==> config.mk <==
export PLATFORM = sky130hd
export DESIGN_NAME = baud_tick_gen
export DESIGN_NICKNAME = d
export VERILOG_FILES = /design/src/rtl/baud_pkg.sv /design/src/rtl/baud_divider.sv /design/src/rtl/baud_tick_gen.sv
export SDC_FILE = /design/constraint.sdc
export NUM_CORES = 1
export LEC_CHECK = 0
export CORE_MARGIN = 2
export CORE_UTILIZATION = 55
export CTS_CLUSTER_SIZE = 16
export DETAILED_ROUTE_END_ITERATION = 7
export DONT_BUFFER_PORTS = 1
export PLACE_DENSITY_LB_ADDON = 0.3
export SYNTH_ARGS = -nofsm -noshare
export SYNTH_HDL_FRONTEND = slang
export SYNTH_SLANG_ARGS = --single-unit
==> constraint.sdc <==
create_clock -name clock -period 3.7 [get_ports clock]
set_input_delay 0.74 -clock clock [delete_from_list [all_inputs] [get_ports clock]]
set_output_delay 0.74 -clock clock [all_outputs]
set_load 0.005 [all_outputs]
==> src/rtl/baud_pkg.sv <==
// baud_pkg: constants and types shared by the baud tick generator.
//   DEFAULT_OSR     default oversample ratio
//   DEFAULT_FRAC_W  default number of fractional divisor bits
//   MIN_DIV_INT     smallest integer divisor that still yields distinct ticks
//   div_state_t     state encoding of the restoring divider
package baud_pkg;

    localparam int DEFAULT_OSR    = 16;
    localparam int DEFAULT_FRAC_W = 4;
    localparam int MIN_DIV_INT    = 2;

    typedef enum logic [1:0] {
        IDLE  = 2'd0,
        SETUP = 2'd1,
        ITER  = 2'd2,
        DONE  = 2'd3
    } div_state_t;

endpackage

==> src/rtl/baud_divider.sv <==
// baud_divider: restoring shift-subtract divider, one quotient bit per clock.
//   clock     in   system clock
//   Reset     in   synchronous, active-high
//   start     in   accepted in IDLE/DONE; latches dividend and divisor
//   dividend  in   N_W-bit numerator
//   divisor   in   D_W-bit denominator
//   busy      out  high from the cycle after start for 1 + N_W cycles
//   done      out  high in the final iteration cycle; quotient valid then
//   quotient  out  final quotient (valid while done is high)
//   div_zero  out  latched divisor was zero (quotient meaningless)
//
// state | meaning
// IDLE  | waiting for start
// SETUP | clear remainder, arm iteration counter
// ITER  | one quotient bit per cycle, MSB first
// DONE  | result registered; behaves like IDLE for a new start
module baud_divider
    import baud_pkg::*;
#(
    parameter int N_W = 34,
    parameter int D_W = 24
) (
    input  logic           clock,
    input  logic           Reset,
    input  logic           start,
    input  logic [N_W-1:0] dividend,
    input  logic [D_W-1:0] divisor,
    output logic           busy,
    output logic           done,
    output logic [N_W-1:0] quotient,
    output logic           div_zero
);

    localparam int CNT_W = $clog2(N_W);
    localparam logic [CNT_W-1:0] LAST_IT = CNT_W'(N_W - 1);
    localparam logic [CNT_W-1:0] CNT_ONE = CNT_W'(1);

    div_state_t     state;
    logic [D_W-1:0] den_r;
    logic [D_W-1:0] rem_r;
    logic [N_W-1:0] quo_r;
    logic [CNT_W-1:0] cnt_r;
    logic [D_W:0]   shifted;
    logic [D_W:0]   diff;
    logic           fits;

    // quo_r doubles as the dividend shift register: its MSB feeds the
    // partial remainder while quotient bits enter at the LSB.
    always_comb begin
        shifted = {rem_r, quo_r[N_W-1]};
        diff    = shifted - {1'b0, den_r};
        fits    = (shifted >= {1'b0, den_r});
    end

    assign quotient = {quo_r[N_W-2:0], fits};
    assign done     = (state == ITER) && (cnt_r == '0);
    assign busy     = (state == SETUP) || (state == ITER);

    always_ff @(posedge clock) begin
        if (Reset) begin
            state    <= IDLE;
            den_r    <= '0;
            rem_r    <= '0;
            quo_r    <= '0;
            cnt_r    <= '0;
            div_zero <= 1'b0;
        end else begin
            case (state)
                IDLE, DONE: begin
                    if (start) begin
                        quo_r <= dividend;
                        den_r <= divisor;
                        state <= SETUP;
                    end else begin
                        state <= IDLE;
                    end
                end
                SETUP: begin
                    rem_r    <= '0;
                    cnt_r    <= LAST_IT;
                    div_zero <= (den_r == '0);
                    state    <= ITER;
                end
                ITER: begin
                    // when the subtraction fails, shifted < den_r so it fits D_W bits
                    rem_r <= fits ? diff[D_W-1:0] : shifted[D_W-1:0];
                    quo_r <= quotient;
                    if (cnt_r == '0) begin
                        state <= DONE;
                    end else begin
                        cnt_r <= cnt_r - CNT_ONE;
                    end
                end
                default: state <= IDLE;
            endcase
        end
    end

endmodule

==> src/rtl/baud_tick_gen.sv <==
// baud_tick_gen: fractional baud-tick generator with hardware divisor.
//   clock           in   system clock
//   Reset           in   synchronous, active-high
//   ClockFrequency  in   system clock in Hz, sampled on accepted cfg_load
//   BaudRate        in   bit rate in bit/s, sampled on accepted cfg_load
//   cfg_load        in   pulse: latch config and start the divisor computation
//   enable          in   counters advance only while high
//   restart         in   pulse: realign tick phase to zero
//   os_tick         out  pulse at OSR x baud
//   mid_tick        out  pulse at the centre of each bit
//   bit_tick        out  pulse at the end of each bit
//   cfg_busy        out  divisor computation in progress
//   cfg_valid       out  legal divisor loaded, ticks permitted
//   cfg_error       out  last configuration was illegal
module baud_tick_gen
    import baud_pkg::*;
#(
    parameter int CLK_W  = 30,
    parameter int BAUD_W = 20,
    parameter int OSR    = DEFAULT_OSR,
    parameter int FRAC_W = DEFAULT_FRAC_W,
    parameter int QW     = CLK_W + FRAC_W
) (
    input  logic              clock,
    input  logic              Reset,
    input  logic [CLK_W-1:0]  ClockFrequency,
    input  logic [BAUD_W-1:0] BaudRate,
    input  logic              cfg_load,
    input  logic              enable,
    input  logic              restart,
    output logic              os_tick,
    output logic              mid_tick,
    output logic              bit_tick,
    output logic              cfg_busy,
    output logic              cfg_valid,
    output logic              cfg_error
);

    localparam int OS_W  = $clog2(OSR);
    localparam int DEN_W = BAUD_W + OS_W;
    localparam logic [OS_W-1:0]  PH_LAST = OS_W'(OSR - 1);
    localparam logic [OS_W-1:0]  PH_MID  = OS_W'(OSR / 2 - 1);
    localparam logic [OS_W-1:0]  PH_ONE  = OS_W'(1);
    localparam logic [CLK_W-1:0] ONE     = CLK_W'(1);
    localparam logic [CLK_W-1:0] MIN_INT = CLK_W'(MIN_DIV_INT);

    logic              accept;
    logic              div_done;
    logic              div_zero;
    logic [QW-1:0]     quotient;
    logic [CLK_W-1:0]  q_int;
    logic [FRAC_W-1:0] q_frac;
    logic              q_legal;
    logic [CLK_W-1:0]  div_int;
    logic [FRAC_W-1:0] div_frac;
    logic [CLK_W-1:0]  cnt;
    logic [FRAC_W-1:0] acc;
    logic [OS_W-1:0]   phase;
    logic [FRAC_W:0]   acc_sum;
    logic [CLK_W-1:0]  reload;

    assign accept  = cfg_load && !cfg_busy;
    assign q_int   = quotient[QW-1:FRAC_W];
    assign q_frac  = quotient[FRAC_W-1:0];
    assign q_legal = !div_zero && (q_int >= MIN_INT);

    // A carry out of the fractional accumulator stretches the period that
    // starts now by one clock; the reload value is period-1.
    assign acc_sum = {1'b0, acc} + {1'b0, div_frac};
    assign reload  = acc_sum[FRAC_W] ? div_int : div_int - ONE;

    // Q = ClockFrequency*2^FRAC_W / (BaudRate*OSR); both scalings are shifts.
    baud_divider #(
        .N_W (QW),
        .D_W (DEN_W)
    ) u_div (
        .clock    (clock),
        .Reset    (Reset),
        .start    (accept),
        .dividend ({ClockFrequency, {FRAC_W{1'b0}}}),
        .divisor  ({BaudRate, {OS_W{1'b0}}}),
        .busy     (cfg_busy),
        .done     (div_done),
        .quotient (quotient),
        .div_zero (div_zero)
    );

    always_ff @(posedge clock) begin
        if (Reset) begin
            os_tick   <= 1'b0;
            mid_tick  <= 1'b0;
            bit_tick  <= 1'b0;
            cfg_valid <= 1'b0;
            cfg_error <= 1'b0;
            div_int   <= '0;
            div_frac  <= '0;
            cnt       <= '0;
            acc       <= '0;
            phase     <= '0;
        end else begin
            os_tick  <= 1'b0;
            mid_tick <= 1'b0;
            bit_tick <= 1'b0;
            if (accept) begin
                cfg_valid <= 1'b0;
                cnt       <= '0;
                acc       <= '0;
                phase     <= '0;
            end else if (div_done) begin
                cfg_valid <= q_legal;
                cfg_error <= !q_legal;
                div_int   <= q_int;
                div_frac  <= q_frac;
                cnt       <= q_int - ONE;
                acc       <= '0;
                phase     <= '0;
            end else if (restart && cfg_valid) begin
                cnt   <= div_int - ONE;
                acc   <= '0;
                phase <= '0;
            end else if (cfg_valid && enable) begin
                if (cnt == '0) begin
                    os_tick  <= 1'b1;
                    mid_tick <= (phase == PH_MID);
                    bit_tick <= (phase == PH_LAST);
                    phase    <= phase + PH_ONE;
                    acc      <= acc_sum[FRAC_W-1:0];
                    cnt      <= reload;
                end else begin
                    cnt <= cnt - ONE;
                end
            end
        end
    end

endmodule

Word level (Yosys, flattened, before mapping)
Cells that the tools add are included.
- eq/ne operators: 8
- order comparisons: 2
- bitwise operators: 3
- reduce and logical (&&, ||, !) cells: 26
- add/subtract/negate cells: 7
- muxes and demuxes: 15
- operators with widths (cell ; count):
    two-way mux 30 bit ; 5
    subtractor 30 x 1 -> 30 bit (second input constant) ; 3
    one-hot mux 34 bit (2 select lines) ; 1
    one-hot mux 24 bit (2 select lines) ; 1
    two-way mux 34 bit ; 1
    >= comparator 30 x 2 -> 1 bit (second input constant) ; 1
    zero test 30 bit ; 1
    >= comparator 25 x 24 -> 1 bit ; 1
    zero test 24 bit ; 1
    two-way mux 24 bit ; 1
    subtractor 24 bit ; 1
    one-hot mux 6 bit (2 select lines) ; 1
    AND reduction 2 bit ; 5
    zero test 6 bit ; 1
    two-way mux 6 bit ; 1
    != test 2 bit (second input constant) ; 3
    one-hot mux 2 bit (3 select lines) ; 1
    OR reduction 6 bit ; 1
    subtractor 6 x 1 -> 6 bit (second input constant) ; 1
    adder 4 x 4 -> 5 bit ; 1
    logical AND 1 bit ; 5
    OR reduction 5 bit ; 1
    adder 4 x 1 -> 4 bit (second input constant) ; 1
    == test 2 bit (second input constant) ; 2
    other kinds (13) ; 20
- logic and storage cells: 77
- flip-flop bits (word level): 164
- output and inout bits: 6
- input bits: 55

Longest topological paths before layout
- depth after elaboration: 6
- mapped depth: 12
- mapped depth without buffers: 11

Modules after synthesis
Synthesis repeated with hierarchy kept, for this count alone.
- cells, all modules: 1428
- area total of the unflattened synthesis: 11100.6 sq um
- by module, submodules not included (module ; times used ; cells each ; sequential area each (sq um) ; area each (sq um)):
    baud_tick_gen ; 1 ; 791 ; 1541.5 ; 5788.1
    baud_divider ; 1 ; 637 ; 1821.7 ; 5312.6

Least setup slack after synthesis
OpenSTA, ideal clock, no wires.
- path kind: flip-flop to flip-flop
- start point: reg cnt[0]
- end point: reg cnt[28]
- library setup time: 0.120 ns
- path buffers: 3
- stages on the path, launching flop included: 13
- clock period less this slack: 2.810 ns
- data arrival time: 2.690 ns
- slack: 0.890 ns
- data required time: 3.580 ns
- path through: dfxtp_1 inv_1 ha_1 or4b_1 or4_4 buf_6 or3_4 buf_6 buf_6 a21oi_2 nor2_1 a221oi_2 nor2_1
- word-level cells in the longest chain between the ends: 5
- elaborated cells between the ends (all ways): 6
- classes of those cells: add/sub (1); mux (4); reduce/logical (1)
- ends and longest elaborated chain (element ; RTL line ; text):
    from (decl) ; baud_tick_gen.sv:56 ; logic [CLK_W-1:0] cnt;
    from (signal assigned) ; baud_tick_gen.sv:114 ; cnt <= q_int - ONE;
    from (signal assigned) ; baud_tick_gen.sv:118 ; cnt <= div_int - ONE;
    from (signal assigned) ; baud_tick_gen.sv:128 ; cnt <= reload;
    subtractor 30 x 1 -> 30 bit / zero test 30 bit (equally long branches) ; baud_tick_gen.sv:130, baud_tick_gen.sv:122 ;
    two-way mux 30 bit * ; baud_tick_gen.sv:122 ; if (cnt == '0) begin
    two-way mux 30 bit * ; baud_tick_gen.sv:121 ; end else if (cfg_valid && enable) begin
    two-way mux 30 bit * ; baud_tick_gen.sv:117 ; end else if (restart && cfg_valid) begin
    two-way mux 30 bit * ; baud_tick_gen.sv:109 ; end else if (div_done) begin
Mark *: on every way between the ends. The rest lies on a longest branch, timed or not. The select of a mux whose other input is x is not followed.
A chain may end at the register's enable or synchronous reset.

Worst setup path after layout
- start point: reg cnt[0]
- end point: reg cnt[22]
Same word-level chain as after synthesis.

==> flow_summary.ini <==
[run_status]
outcome = finished clean

[critical_path]
worstPathRequired_ns = 4.04
reg2regPathDepth = 9
crit_path_max_fanout = 17
timing.rr.start = cnt[0]
reg2reg_to = cnt[22]
critPathLaunch = cnt[0]
crit_type = register to register
worst_setup_path_end_kind = register
crit_end = cnt[22]
critPathLaunchType = register
r2r_setup_slack_ns = 0.55
crit_arrival_ns = 3.49

[sta]
unrepaired_setup_endpoints_after_global_routing = no
finalClockSkew_ns = 0.00929
final_hold_viol_count = 0
timing.final.max_slew_violations = 0
finalHoldWorstSlack_ns = 0.373
worst_pin_slew_ns = 0.894
finalSetupViolCount = 0
final_period_minus_worst_setup_slack_ns = 3.15
maxClockFrequency_ghz = 0.317
timing.slew.headroom_pct = 39.8
worst_slack_ns = 0.547
fin_setup_tns_ns = 0
min_period_over_period_pct = 85.2

[floorplan]
dieArea_sq_mm = 0.0189
floorplan.rows = 48
die-width_um = 137
io_pins = 61
initial_utilization_pct = 56.3
placeableCoreArea_sq_mm = 0.0174
die_y_um = 137

[clocking]
cts.sinks = 164
post_cts.resized_instances = 0
clockBufferDepth = 2
number_of_h_tree_branching_levels = 4
post-cts-setup-buffer-count = 0
clk-insertion-delay-late_ns = 0.43
cts_made_buffers = 17
ctsRootBufferMaster = sky130_fd_sc_hd__clkbuf_16
clock_tree_from_tritoncts = built
cts.hold.buffers_added = 0
worst_setup_hold_path_clk_slew_ns = 0.07

[place]
hpwl_after_dpl_mm = 18.7
place_ws_ns = 0.601
gpl.final_weighted_congestion = 0.940
place.port_buffers = 0

[synth]
syn_avg_cell_area_sq_um = 7.84
synth.cell_area_sq_mm = 0.00978
async_reset_ff_share_pct = 0
synth_xor_area_share_pct = 8.42
synth_top_family_by_area = simple AND/OR/NAND/NOR gates
complex_gate_fraction_of_the_synthesized_area_pct = 21.1
post_synth_num_cell_types = 72
synthesized_net_count = 1336
yosysSeqAreaShare_pct = 33.6
synthSimpleGateAreaFrac_pct = 22.5
ys_ff_latch = 164
synth_edf_count = 0
post_synth_fa_ha_maj_area_fraction_pct = 4.51
synth_mux_area_share_pct = 4.81
ys_dominant_reg_cell = sky130_fd_sc_hd__dfxtp_1
synth.yosys.warnings = 0
syn-instance-count = 1247

[power]
seqPwrFrac_pct = 21.5
vdd.ir_drop.worst_uv = 869
netSwitchingFraction_pct = 48.5
total_power_mw = 12.4
switchingPower_mw = 6.01
clkPwrFrac_pct = 15.4
power.internal_mw = 6.37
powerDensity_mw_per_mm2 = 1170
total_leakage_power_nw = 4.05
combinational_power_share_pct = 63.1

[routing]
routed_wirelength_mm = 26.2
drc = 0
antenna_violating_nets_left = 0
dr_vias = 8986
via_per_inst = 6.21
routedWlPerCell_um = 18.1
dr.first_iter.drc_count = 943
drt_first_pass_iters = 6

[layout]
area_of_the_multi_input_gates_sq_mm = 0.00601
fillers = 1563
final_net_count = 1299
seq_area_sq_mm = 0.00328
antenna_cells_inserted = 0
fraction_of_layout_instances_using_a_drive_strength_above_1_pct = 6.79
synthToLayoutAreaGrowth_pct = 7.92

[global_route]
initial_antenna_violation_count = 0
grt-ovfl-total = 0
pin_count_of_the_biggest_net_entering_global_routing = 106
grt_usage_pct = 28.5
grt_first_pass_wirelength_mm = 42.2
number_of_global_route_vias_before_repair = 8311

[worst_hold_path]
timing.hold.worst.class = input port to register
min_from = Reset

[run]
max_cap_viol_count = 0
cell families (layout without fill, tap and decap cells):
logic type | Yosys count | after routing
multiplexers | 47 | 47
flip-flops | 164 | 164
XOR/XNOR | 94 | 94
adder cells (fa/ha/maj) | 34 | 34
AO/OA/AOI/OAI | 321 | 321
AND/OR/NAND/NOR | 465 | 465
buffers and inverters | 122 | 98
area by class of cell:
class                           instances  share of cell area [%]
Tap cell                              225                    2.67
Timing Repair Buffer                   22                    1.68
Clock inverter                         13                    1.86
Inverter                               44                    1.57
Clock buffer                           19                    4.10
Sequential cell                       164                    31.1
Multi-Input combinational cell        961                    57.0
per-stage QoR:
stage / cell area (sq um) / util (%) / cells
3_3_place_gp: 9920 / 57.2 / 1416
2_1_floorplan: 9780 / - / 1247
6_report: 10600 / 60.8 / 1448
5_1_grt: 10600 / 60.8 / 1448
3_5_place_dp: 9920 / 57.2 / 1416
4_1_cts: 10600 / 60.8 / 1448
per-layer routing:
metal,vias up,wire length (um),global-route usage [%]
met1,4181,11200,36.9
met5,-,0,0
met3,49,2370,7.73
met4,0,638,10.5
met2,380,12000,45.6
li1,4376,-,-
worst max-delay path: stages (launching register included):
cell and delay, ns:
sky130_fd_sc_hd__dfxtp_1 0.34, sky130_fd_sc_hd__inv_1 0.08, sky130_fd_sc_hd__ha_1 0.19, sky130_fd_sc_hd__or4b_1 0.57, sky130_fd_sc_hd__or4_4 0.53, sky130_fd_sc_hd__or3_4 0.54
sky130_fd_sc_hd__nand2_1 0.37, sky130_fd_sc_hd__or3_1 0.18, sky130_fd_sc_hd__o2111ai_1 0.11, sky130_fd_sc_hd__o32ai_1 0.13
power by group through the flow:
stage | logic [mW] | clock network [mW] | registers [mW]
floorplan | 6.47 | 0 | 2.43
global placement | 7.52 | 0 | 2.67
detailed placement | 7.60 | 0 | 2.68
CTS | 7.68 | 1.93 | 2.65
global route | 8.57 | 2.00 | 2.72
finish | 7.81 | 1.91 | 2.66
flip-flops by register name, summed over array words and instances, names as in the netlist:
name and flops:
u_div.quo_r 34, div_int 30, u_div.den_r 20, div_frac 4, u_div.state 2, u_div.div_zero 1, bit_tick 1, u_div.cnt_r 6
os_tick 1, cfg_error 1, cnt 30, cfg_valid 1, u_div.rem_r 24, phase 4, acc 4, mid_tick 1
placed cells by master, fill, tap and decap left out, types with 7 or more instances in the layout:
cell type / instances
sky130_fd_sc_hd__a211oi_1: 39
sky130_fd_sc_hd__a21o_1: 7
sky130_fd_sc_hd__a21oi_1: 127
sky130_fd_sc_hd__a22oi_1: 13
sky130_fd_sc_hd__a31oi_1: 8
sky130_fd_sc_hd__and3_1: 9
sky130_fd_sc_hd__buf_4: 21
sky130_fd_sc_hd__clkbuf_16: 17
sky130_fd_sc_hd__dfxtp_1: 164
sky130_fd_sc_hd__ha_1: 31
sky130_fd_sc_hd__inv_1: 44
sky130_fd_sc_hd__mux2i_1: 47
sky130_fd_sc_hd__nand2_1: 180
sky130_fd_sc_hd__nand2b_1: 8
sky130_fd_sc_hd__nand3_1: 25
sky130_fd_sc_hd__nor2_1: 103
sky130_fd_sc_hd__nor3_1: 43
sky130_fd_sc_hd__nor4_1: 27
sky130_fd_sc_hd__o21a_1: 7
sky130_fd_sc_hd__o21ai_0: 44
sky130_fd_sc_hd__o221ai_1: 8
sky130_fd_sc_hd__o22ai_1: 9
sky130_fd_sc_hd__o31ai_1: 7
sky130_fd_sc_hd__or3_1: 17
sky130_fd_sc_hd__or4_1: 10
sky130_fd_sc_hd__xnor2_1: 45
sky130_fd_sc_hd__xor2_1: 49
worst min-delay path by stage:
| stage | endpoint | slack (ns) | cells after the start |
|---|---|---|---|
| 2_1_floorplan | mid_tick | 0.39 | 1 |
| 3_3_place_gp | mid_tick | 0.41 | 1 |
| 3_5_place_dp | mid_tick | 0.42 | 1 |
| 4_1_cts | u_div.den_r[6] | 0.37 | 1 |
| 5_1_grt | u_div.den_r[23] | 0.36 | 1 |
| 6_report | u_div.den_r[6] | 0.37 | 1 |
Yosys cell counts, drive strengths merged, types with 7 or more instances:
| master | number | area (sq um) |
|---|---|---|
| dfxtp | 164 | 3280 |
| a31oi | 8 | 50.1 |
| inv | 44 | 165 |
| nand2b | 8 | 50.1 |
| a21o | 7 | 52.6 |
| or3 | 18 | 118 |
| xnor2 | 45 | 394 |
| clkbuf | 62 | 234 |
| a21oi | 128 | 644 |
| nor4 | 30 | 206 |
| o31ai | 7 | 52.6 |
| a211oi | 41 | 318 |
| mux2i | 47 | 470 |
| a221oi | 7 | 86.3 |
| or2 | 8 | 50.1 |
| o21a | 7 | 52.6 |
| or4 | 14 | 120 |
| o221ai | 8 | 70.1 |
| o22ai | 9 | 56.3 |
| ha | 32 | 400 |
| xor2 | 49 | 429 |
| a22oi | 13 | 97.6 |
| nand2 | 181 | 679 |
| nand3 | 25 | 125 |
| and3 | 9 | 56.3 |
| o21ai | 46 | 241 |
| nor3 | 44 | 225 |
| nor2 | 106 | 408 |
| buf | 16 | 96.3 |
No activity file was read; power rests on OpenSTA's default activity.
